[src/rtl/sram_access_arbiter.sv]
// sram_access_arbiter: round-robin sharing of one 16-bit SRAM between the CPU and loader ports with fixed-length strobed accesses
module sram_access_arbiter #(
  parameter int WAIT_CYCLES = 2,
  parameter int ADDR_W = 20
) (
  input  logic              Clk,
  input  logic              Reset,
  input  logic              cpu_req,
  input  logic              cpu_we,
  input  logic [ADDR_W-1:0] cpu_addr,
  input  logic [15:0]       cpu_wdata,
  output logic [15:0]       cpu_rdata,
  output logic              cpu_ack,
  input  logic              init_req,
  input  logic              init_we,
  input  logic [ADDR_W-1:0] init_addr,
  input  logic [15:0]       init_wdata,
  output logic [15:0]       init_rdata,
  output logic              init_ack,
  output logic              CE,
  output logic              OE,
  output logic              WE,
  output logic              UB,
  output logic              LB,
  output logic [ADDR_W-1:0] ADDR,
  output logic [15:0]       Data_to_SRAM,
  output logic              Data_drive,
  input  logic [15:0]       Data_from_SRAM
);
  typedef enum logic [1:0] {IDLE, ACCESS, DONE} state_t;
  state_t state, state_n;
  logic [3:0] cnt, cnt_n;
  logic owner, owner_n, lwe, lwe_n, last, last_n, gi, act, cpu_ack_n, init_ack_n;
  logic [ADDR_W-1:0] addr_n;
  logic [15:0] dts_n, cpu_rdata_n, init_rdata_n;
  always_comb begin
    gi = init_req & (~cpu_req | ~last);
    state_n = state;
    cnt_n = cnt;
    owner_n = owner;
    lwe_n = lwe;
    last_n = last;
    addr_n = ADDR;
    dts_n = Data_to_SRAM;
    cpu_rdata_n = cpu_rdata;
    init_rdata_n = init_rdata;
    cpu_ack_n = 1'b0;
    init_ack_n = 1'b0;
    act = 1'b0;
    if (state == IDLE && (cpu_req || init_req)) begin
      state_n = ACCESS;
      cnt_n = 4'(WAIT_CYCLES - 1);
      owner_n = gi;
      last_n = gi;
      lwe_n = gi ? init_we : cpu_we;
      addr_n = gi ? init_addr : cpu_addr;
      dts_n = gi ? init_wdata : cpu_wdata;
      act = 1'b1;
    end else if (state == ACCESS && cnt == 4'd0) begin
      state_n = DONE;
      cpu_ack_n = ~owner;
      init_ack_n = owner;
      cpu_rdata_n = (!lwe && !owner) ? Data_from_SRAM : cpu_rdata;
      init_rdata_n = (!lwe && owner) ? Data_from_SRAM : init_rdata;
    end else if (state == ACCESS) begin
      cnt_n = cnt - 4'd1;
      act = 1'b1;
    end else if (state == DONE) begin
      state_n = IDLE;
    end
  end
  always_ff @(posedge Clk) begin
    if (Reset) begin
      state <= IDLE;
      cnt <= 4'd0;
      owner <= 1'b0;
      lwe <= 1'b0;
      last <= 1'b1;
      {CE, UB, LB, OE, WE} <= 5'b11111;
      Data_drive <= 1'b0;
      ADDR <= '0;
      Data_to_SRAM <= 16'd0;
      cpu_rdata <= 16'd0;
      init_rdata <= 16'd0;
      cpu_ack <= 1'b0;
      init_ack <= 1'b0;
    end else begin
      state <= state_n;
      cnt <= cnt_n;
      owner <= owner_n;
      lwe <= lwe_n;
      last <= last_n;
      {CE, UB, LB} <= {3{~act}};
      OE <= ~(act & ~lwe_n);
      WE <= ~(act & lwe_n);
      Data_drive <= act & lwe_n;
      ADDR <= addr_n;
      Data_to_SRAM <= dts_n;
      cpu_rdata <= cpu_rdata_n;
      init_rdata <= init_rdata_n;
      cpu_ack <= cpu_ack_n;
      init_ack <= init_ack_n;
    end
  end
endmodule

[config.mk]
export PLATFORM = sky130hd
export DESIGN_NAME = sram_access_arbiter
export DESIGN_NICKNAME = d
export VERILOG_FILES = /design/src/rtl/sram_access_arbiter.sv
export SDC_FILE = /design/constraint.sdc
export NUM_CORES = 1
export LEC_CHECK = 0
export CAP_MARGIN = 20
export CORE_MARGIN = 2
export CORE_UTILIZATION = 40
export DETAILED_ROUTE_END_ITERATION = 12
export PLACE_DENSITY = 0.82
export SLEW_MARGIN = 20
export SYNTH_ARGS = -nofsm -noshare
export SYNTH_HDL_FRONTEND = slang
export SYNTH_SLANG_ARGS = --single-unit
export TNS_END_PERCENT = 10
[constraint.sdc]
create_clock -name Clk -period 1.7 [get_ports Clk]
set_input_delay 0.34 -clock Clk [delete_from_list [all_inputs] [get_ports Clk]]
set_output_delay 0.34 -clock Clk [all_outputs]
set_load 0.02 [all_outputs]
Yosys cells after proc, flatten, opt, wreduce, memory -nomap -nowiden
Index checks and enable logic that the tools add are counted.
W data, S select, Z words.
{"block": "op_classes", "add_sub_neg": 1, "eq_ne": 5, "mux": 14, "n_bitwise": 13, "n_reduce_logical": 20}
{"operator": "$mux W20", "n": 1}
{"operator": "$mux W16", "n": 1}
{"operator": "$mux W1", "n": 9}
{"operator": "$not A1 Y1", "n": 9}
{"operator": "$reduce_and A2 Y1", "n": 4}
{"operator": "$mux W2", "n": 3}
{"operator": "$reduce_and A3 Y1", "n": 2}
{"operator": "$logic_and A1 B1 Y1", "n": 4}
{"operator": "$logic_not A4 Y1", "n": 1}
{"operator": "$reduce_bool A2 Y1", "n": 2}
{"operator": "$sub A4 B1 Y4 const B", "n": 1}
{"operator": "$and A1 B1 Y1", "n": 3}
{"operator": "$ne A3 B2 Y1 const B", "n": 1}
{"operator": "$reduce_bool A3 Y1", "n": 1}
{"operator": "$reduce_or A3 Y1", "n": 1}
{"operator": "$eq A2 B1 Y1 const B", "n": 1}
{"operator": "$eq A2 B2 Y1 const B", "n": 1}
{"operator": "$logic_not A1 Y1", "n": 2}
{"operator": "$logic_not A2 Y1", "n": 1}
{"operator": "$ne A2 B1 Y1 const B", "n": 1}
{"operator": "$ne A2 B2 Y1 const B", "n": 1}
{"operator": "$reduce_or A2 Y1", "n": 1}
{"operator": "$logic_or A1 B1 Y1", "n": 1}
{"operator": "$or A1 B1 Y1", "n": 1}
{"block": "word_totals", "regBits": 83, "output_inout_bits": 76, "wordCells": 70}

Depth between registers and ports, before layout
Gate-level depths: netlist of the first run.
{"block": "logic_depth", "word_depth": 8, "ltp_mapped": 8, "mapped_depth_nobuf": 6}

Least setup slack after synthesis of the first run
No wires, ideal clock.
{"block": "synth_timing", "kind": "reg2reg", "start": "reg cnt[0]", "end": "reg init_rdata[10]", "setup_ps": 128, "t_arrival_ps": 1440, "t_required_ps": 1572, "setup_slack_ps": 132, "path_stages_with_launch": 9, "n_path_buf": 2, "period_less_slack_ps": 1568, "path_cell_list": "dfxtp_1 > inv_1 > ha_1 > nor3b_2 > nand4b_1 > buf_2 > buf_6 > mux2i_1 > nor2_1"}
{"block": "synth_via", "elab_chain_len": 3}
{"element": "start, declared", "line_no": "32", "source": "logic [3:0] cnt, cnt_n;"}
{"element": "start signal, assigned", "line_no": "89", "source": "cnt <= cnt_n;"}
{"element": "$logic_not A4 Y1", "line_no": "59", "source": "end else if (state == ACCESS && cnt == 4'd0) begin"}
{"element": "$logic_and A1 B1 Y1", "line_no": "59"}
{"element": "$reduce_and A3 Y1 (no line)"}
{"element": "end signal, assigned", "line_no": "100", "source": "init_rdata <= init_rdata_n;"}
{"element": "end, declared", "line_no": "18", "source": "output logic [15:0] init_rdata,"}
No other way between the ends.
A chain may end at the register's enable or synchronous reset.

Worst setup path after layout of the first run
{"block": "layout_timing", "start": "reg ADDR[4]", "end": "out ADDR[4]"}
{"element": "start, declared", "line_no": "25", "source": "output logic [ADDR_W-1:0] ADDR,"}
{"element": "start signal, assigned", "line_no": "97", "source": "ADDR <= addr_n;"}
No word-level cell between the ends.

==> results of run 1 <==
[flip-flops by register name, summed over array words and instances, names as in the netlist]
name and count:
init_rdata 16, Data_to_SRAM 16, state 2, owner 1, cnt 4, LB 1, lwe 1, last 1
ADDR 20, cpu_ack 1, OE 1, WE 1, Data_drive 1, init_ack 1, cpu_rdata 16
[timing repair]
action                                  4_1_cts  5_1_grt
buffers inserted                              0        0
endpoints found under the setup margin       16       54
gates resized for setup                       1       31
[cell families (layout without fill, tap and decap cells)]
family,Yosys count,in the layout,synth area share (%)
xor gates and xnor gates,2,2,0.511
adders and majority gates,1,1,0.365
buffers and inverters,26,202,4.63
and+or+nand+nor,85,85,11.5
AOI/OAI and AO/OA,63,63,19.1
muxes,53,53,15.5
DFF,83,83,48.4
[metal layers]
layer  vias up  part of all wire (%)  global-route usage (%)
met5         -                     0                       0
met4         0                  0.85                    4.98
met3         8                   8.2                    6.79
met2       113                    48                    34.6
met1      1375                    42                    23.1
li1       1452                     -                       -
[final cells by class]
| type | count | area share [%] |
|---|---|---|
| repair buffers | 184 | 34.6 |
| well taps | 105 | 2.36 |
| clock buffers | 12 | 2.79 |
| clock inverters | 4 | 0.877 |
| multi-input cells | 204 | 29.4 |
| flip-flops and latches | 83 | 29.8 |
| inverters | 2 | 0.135 |
[layout by cell type, fill, tap and decap left out, types with 3 or more instances in the layout]
| cell type | synthesis | routed |
|---|---|---|
| dlymetal6s2s_1 | 0 | 28 |
| nor2_1 | 23 | 22 |
| mux2i_1 | 53 | 53 |
| nand2_1 | 37 | 37 |
| nor3_1 | 4 | 4 |
| nand2b_1 | 3 | 3 |
| o2bb2ai_1 | 6 | 6 |
| buf_4 | 5 | 11 |
| clkbuf_8 | 0 | 11 |
| dfxtp_1 | 83 | 83 |
| buf_12 | 0 | 4 |
| nand3_1 | 3 | 3 |
| a21oi_1 | 20 | 20 |
| clkdlybuf4s50_1 | 0 | 141 |
| o2bb2ai_2 | 30 | 30 |
[final timing paths]
path	cells past startpoint	slack [ns]	end	start
min reg2reg	2	0.45	cpu_rdata[13]	cpu_rdata[13]
max reg2reg	8	0.09	cpu_rdata[0]	cnt[0]
min	2	0.45	cpu_rdata[13]	cpu_rdata[13]
max	1	0.03	ADDR[4]	ADDR[4]
[power by group through the flow]
stage,Sequential [mW],Combinational [mW],Clock (mW)
6_report,2.24,1.40,1.43
5_1_grt,2.26,1.49,1.54
4_1_cts,2.25,1.42,1.47
3_5_place_dp,2.29,1.41,0
3_3_place_gp,2.28,1.38,0
2_1_floorplan,2.46,0.545,0
[worst register-to-register path, stage by stage, from the launching register on]
cell and delay, ns:
dfxtp_1 0.38, inv_1 0.06, ha_1 0.22, nor3b_4 0.17, buf_4 0.15, nand3_1 0.08, buf_4 0.22, nand2_1 0.10
a21oi_1 0.16
[stage by stage]
stage / utilization [%] / TNS, ns / std cells / hold slack, ns
floorplan: - / 0 / 313 / 0.459
global placement: 63.9 / -8.97 / 578 / 0.442
detailed placement: 63.9 / -12.12 / 578 / 0.449
CTS: 66.4 / 0 / 594 / 0.458
global route: 67.4 / -0.0162 / 594 / 0.479
finish: 67.4 / 0 / 594 / 0.455
==> results by group, run 1 <==
Status
  – Outcome: completed

Timing
  – Setup WS post-layout: 0.0268 ns
  – Slew margin rel.: 80.2%
  – Final Hold Viols: 0
  – Final critical-path required period: 1.67 ns
  – Actual slew at the worst max-slew pin: 0.295 ns
  – Slew Limit Fails: 0
  – Clock Skew: 0.00709 ns
  – # setup viols final: 0
  – Max Clk Rate: 598 MHz
  – Period Utilization, post-route: 98.4%

Finish
  – Fillers: 614
  – Register area: 1660 um2
  – Share of layout cells above drive strength 1: 13.9%
  – Antenna diodes: 0
  – Area occupied by multi-input gates: 1640 um2
  – Area growth syn-to-layout: 62.3%
  – Post-route design area: 5570 um2
  – Net count, final: 579

Routing
  – Total wire length: roughly 9400 um
  – Pre-antenna DRT Iters: 4
  – Via count of the routed design: 2948
  – Post-DRT Antenna Nets: 0
  – Post-DR wirelength/cell: 15.8 um
  – Mean number of vias per cell: a little under 5
  – Initial DRC count: 65
  – DRC: 0

Placement
  – Pre-CTS setup slack: -0.296 ns
  – Area of placed instances: approximately 5300 um2
  – Port Buffers: 169
  – RD Place Congestion: 0.802
  – DPL Wire Length: just over 7000 um

Synthesis
  – Sequential fraction of the synthesis area: 48.4%
  – Post-synth cell types: 35
  – Mapped Nets: about 410
  – FFs w/ async S/R, synth: 0%
  – EDFF count, synth: 0
  – Post-synthesis cell count: 313
  – Most frequent cell after synthesis: dfxtp_1
  – Post-Syn Area per Cell: about 11 um2
  – Area contributors post-synth: dfxtp_1 48%, mux2i_1 15%, o2bb2ai_2 13%
  – Netlist Area Pre-Place: 3430 um2
  – YS warnings: 0
  – Dominant synthesized flop cell: dfxtp_1
  – Post-synth top cells: 83 x dfxtp_1, 53 x mux2i_1, 37 x nand2_1, 30 x o2bb2ai_2, 23 x nor2_1
  – Post-synth top area cell: dfxtp_1
  – Top-area cell type share of the netlist area: 48.4%
  – Yosys reg bits: 83

Clock network
  – CTS clk-pin slew, worst paths: 0.08 ns
  – Worst-skew pair later-pin latency: 0.34 ns
  – CTS Hold Bufs: 0
  – CTS tree: built
  – H-tree depth: 3
  – CTS Buffer Depth: 2
  – Root Driver: clkbuf_8
  – CTS sink cnt: 83
  – Total CTS buffers: 9

Critical path
  – Critical path cell sequence: clkdlybuf4s50_1
  – Startpoint types: register
  – Max incr delay on CP: 0.63 ns
  – Arr. time, crit path: about 1.3 ns
  – CP max stage cell: clkdlybuf4s50_1
  – CP delay by family, top: buffers and inverters
  – Buf/Inv on CP: 1
  – Critical Path RT: 1.36 ns
  – Worst setup path class: register to output pin
  – CP Capture Type: output pin
  – Maximum fanout along the worst path: 2

Die
  – Die Area: 9330 um2
  – Core ar.: between 8000 and 9000 um2
  – Num rows: 33
  – Top-Level Pins: 170
  – Die width: 96.6 um
  – Die Y: 96.6 um
  – Initial Utilization: 41.5%

Power and ir drop
  – Reg power frac: between 40% and 50%
  – Pwr dens: about 900 nW/um2
  – Internal Pwr Total: 3.60 mW
  – Power Total: roughly 5.1 mW
  – Lkg Pwr: 2.57 nW
  – Max VDD drop: 0.555 mV
  – Sw Pwr: 1.47 mW
  – Net Sw Frac: 28.9%
  – Clock share of power: 28.1%
  – Comb pwr share: 27.7%

GRT
  – GRT Util Overall: 19.8%
  – Gr ovfl total: 0
  – Largest net degree at the start of global routing: 37
  – Antenna violations before repair: 0
  – First-pass GRT wire length: approximately 15000 um
  – Vias in the first global route: 3040

Min path
  – Class of the worst hold path: register to register

Job
  – Maxcap violations: 0
Power figures use the tool's default switching activity.
==> inputs of run 2 (changes only) <==
--- a/config.mk
+++ b/config.mk
@@ -6,10 +6,10 @@
 export NUM_CORES = 1
 export LEC_CHECK = 0
 export CAP_MARGIN = 20
-export CORE_MARGIN = 2
 export CORE_UTILIZATION = 40
 export DETAILED_ROUTE_END_ITERATION = 12
 export PLACE_DENSITY = 0.82
+export REMOVE_ABC_BUFFERS = 1
 export SLEW_MARGIN = 20
 export SYNTH_ARGS = -nofsm -noshare
 export SYNTH_HDL_FRONTEND = slang
==> run 2 against run 1 <==
- clock power down 5%
- cell area up 1.5%
- global-route usage up 1.1 points
- sequential power about the same
- critical path depth unchanged
- die area down 4.1%
- final cell count up 0.51%
- combinational power up 4%
- sequential cell count unchanged
==> results by group, run 2 (synthesis gave the netlist of run 1 again) <==
Critical path
  – Maximum fanout along the worst path: 2 (unchanged)
  – WP depth: 1 (unchanged)
  – Cell depth of the worst flop-to-flop path: 7 (-1)
  – Critical path cell sequence: clkdlybuf4s50_1
  – Setup crit end: init_rdata[9]
  – Worst r2r src: cnt[0]
  – CP delay by family, top: buffers and inverters
  – CP Capture Type: output pin
  – Arr. time, crit path: 1.32 ns (about the same)
  – Crit. Startpoint: init_rdata[9]
  – Startpoint types: register
  – Reg2reg end: init_rdata[9]
  – R2R Setup Slk: 0.05 ns (-0.04 ns)
  – Worst setup path class: register to output pin
  – Buf/Inv on CP: 1 (unchanged)
  – Critical Path RT: 1.36 ns (about the same)
  – Max incr delay on CP: 0.64 ns (about the same)
  – CP max stage cell: clkdlybuf4s50_1

Finish
  – Top reg by flops: ADDR
  – Most frequent cells in the layout: 141 x clkdlybuf4s50_1, 81 x dfxtp_1, 52 x mux2i_1, 37 x nand2_1, 30 x o2bb2ai_2
  – Net count, final: 584 (+0.86%)
  – Fillers: 617 (+0.49%)
  – Post-layout instance count excluding filler cells: 597 (+0.51%)
  – Antenna diodes: 0 (unchanged)
  – Finished Core Util: 68.4% (+1.0 points)
  – Post-route design area: 5650 um2 (+1.5%)
  – Share of layout cells above drive strength 1: 15.7% (+1.7 points)
  – Largest register FFs: 20 (unchanged)
  – Most common cell after layout, fill and taps aside: clkdlybuf4s50_1
  – Area growth syn-to-layout: 64.7%

Routing
  – Initial DRC count: 63 (-3.1%)
  – Post-DR wirelength/cell: 16.1 um (+1.7%)
  – Total wire length: 9620 um (+2.2%)
  – Post-DRT Antenna Nets: 0 (unchanged)
  – Pre-antenna DRT Iters: 4 (unchanged)
  – Mean number of vias per cell: 5.04 (+1.5%)
  – Via count of the routed design: 3008 (+2.0%)
  – DRC: 0 (unchanged)

Timing
  – RSZ-0062 raised after global routing: yes
  – Period Utilization, post-route: 97.4% (-1.0 points)
  – Slew Limit Fails: 0 (unchanged)
  – Actual slew at the worst max-slew pin: 0.449 ns (+0.154 ns)
  – Clock Skew: 0.00703 ns (-0.0000671 ns)
  – Setup WS post-layout: 0.0445 ns (+0.0177 ns)
  – Hold_ws: 0.464 ns (+0.00898 ns)
  – Max Clk Rate: 604 MHz (+1.1%)
  – Slew margin rel.: 70.1% (-10 points)
  – Final critical-path required period: 1.66 ns (-0.0177 ns)
  – # setup viols final: 0 (unchanged)
  – Final Hold Viols: 0 (unchanged)
  – TNS Setup: 0 ns (unchanged)

Min path
  – Hold_sp: cpu_rdata[6]
  – Class of the worst hold path: register to register

GRT
  – Met3 usage: 7.81% (+1.0 points)
  – Met2 usage: 36.5% (+1.8 points)
  – Vias in the first global route: 3027 (-0.43%)
  – GR peak layer: met2
  – Met1 Track Usage GR: 22.8% (-0.36 points)
  – Largest net degree at the start of global routing: 43 (+16%)
  – Antenna violations before repair: 0 (unchanged)
  – First-pass GRT wire length: 14400 um (-4.8%)
  – GRT Util Overall: 20.9% (+1.1 points)
  – Gr ovfl total: 0 (unchanged)

Placement
  – DPL Wire Length: 7040 um (-1.5%)
  – Port Buffers: 169 (unchanged)
  – RD Place Congestion: 0.743 (-7.3%)
  – Pre-CTS setup slack: -0.280 ns (+0.0156 ns)
  – Cell count after placement: 580 (+0.35%)
  – Area of placed instances: 5330 um2 (+1.0%)

Die
  – Die Y: 94.6 um (-2.1%)
  – Die width: 94.6 um (-2.1%)
  – Die Area: 8950 um2 (-4.1%)
  – Top-Level Pins: 170 (unchanged)
  – Initial Utilization: 41.5% (unchanged)
  – Num rows: 33 (unchanged)
  – Core ar.: 8260 um2 (unchanged)

Clock network
  – CTS Hold Bufs: 0 (unchanged)
  – H-tree depth: 3 (unchanged)
  – CTS Buffer Depth: 2 (unchanged)
  – Worst-skew pair later-pin latency: 0.34 ns (about the same)
  – Root Driver: clkbuf_8
  – CTS sink cnt: 83 (unchanged)
  – CTS tree: built
  – Total CTS buffers: 9 (unchanged)
  – CTS clk-pin slew, worst paths: 0.08 ns (about the same)

Job
  – Maxcap violations: 0 (unchanged)

Power and ir drop
  – Power Total: 5.06 mW (-0.26%)
  – Max VDD drop: 0.790 mV (+42%)
  – Lkg Pwr: 2.60 nW (+1.3%)
  – Pwr dens: 895 nW/um2 (-1.7%)

Status
  – Outcome: completed
[run 2: cell types whose count changed in the layout (fill, tap and decap cells not counted), sizes merged]
cell and change:
buf +4, clkinv -1, dlygate4sd2 +1, dlymetal6s2s -1
[run 2: area by class of cell]
| type | instances | area (um2) | share of cell area, % |
|---|---|---|---|
| repair buffers | 189 | 2010 | 35.6 |
| flip-flops and latches | 83 | 1670 | 29.5 |
| multi-input cells | 204 | 1650 | 29.2 |
| clock buffers | 11 | 141 | 2.50 |
| well taps | 105 | 131 | 2.33 |
| clock inverters | 3 | 40.0 | 0.709 |
| inverters | 2 | 7.51 | 0.133 |
[run 2: power breakdown]
part | internal [mW] | switching (mW)
sequential | 2.12 | 0.122
clock | 0.700 | 0.657
combinational | 0.766 | 0.691
total | 3.59 | 1.47
[run 2: worst min-delay path by stage]
stage | slack (ns) | cells past startpoint | endpoint
after floorplan | 0.41 | 1 | cpu_rdata[0]
after global placement | 0.44 | 2 | cpu_rdata[9]
after detailed placement | 0.45 | 2 | cpu_rdata[6]
after CTS | 0.46 | 2 | cpu_rdata[5]
after global routing | 0.48 | 2 | cpu_rdata[0]
final | 0.46 | 2 | cpu_rdata[6]
[run 2: tightest hold or removal path, delay by kind of cell, from the launching register on]
family / cells / cell delay (ns)
flip-flops: 1 / 0.32
AND/OR/NAND/NOR: 1 / 0.05
AO/OA/AOI/OAI: 1 / 0.05
[run 2: metal layers]
| metal | share of wire, % | wire (um) |
|---|---|---|
| met5 | 0 | 0 |
| met4 | 1.7 | 163 |
| met3 | 11 | 1040 |
| met2 | 48 | 4580 |
| met1 | 40 | 3840 |
[run 2: repair_timing]
item | in CTS | in global routing
pin swaps | 0 | 2
cloned | 0 | 1
setup endpoints to repair | 17 | 61
gates resized for setup | 2 | 37
buffers inserted | 0 | 2
==> inputs of run 3 (changes only) <==
--- a/config.mk
+++ b/config.mk
@@ -8,6 +8,7 @@
 export CAP_MARGIN = 20
 export CORE_UTILIZATION = 40
 export DETAILED_ROUTE_END_ITERATION = 12
+export GPL_ROUTABILITY_DRIVEN = 0
 export PLACE_DENSITY = 0.82
 export REMOVE_ABC_BUFFERS = 1
 export SLEW_MARGIN = 20
==> results of run 3 <==
The final DEF is identical to that of run 2; final timing and power are the same.
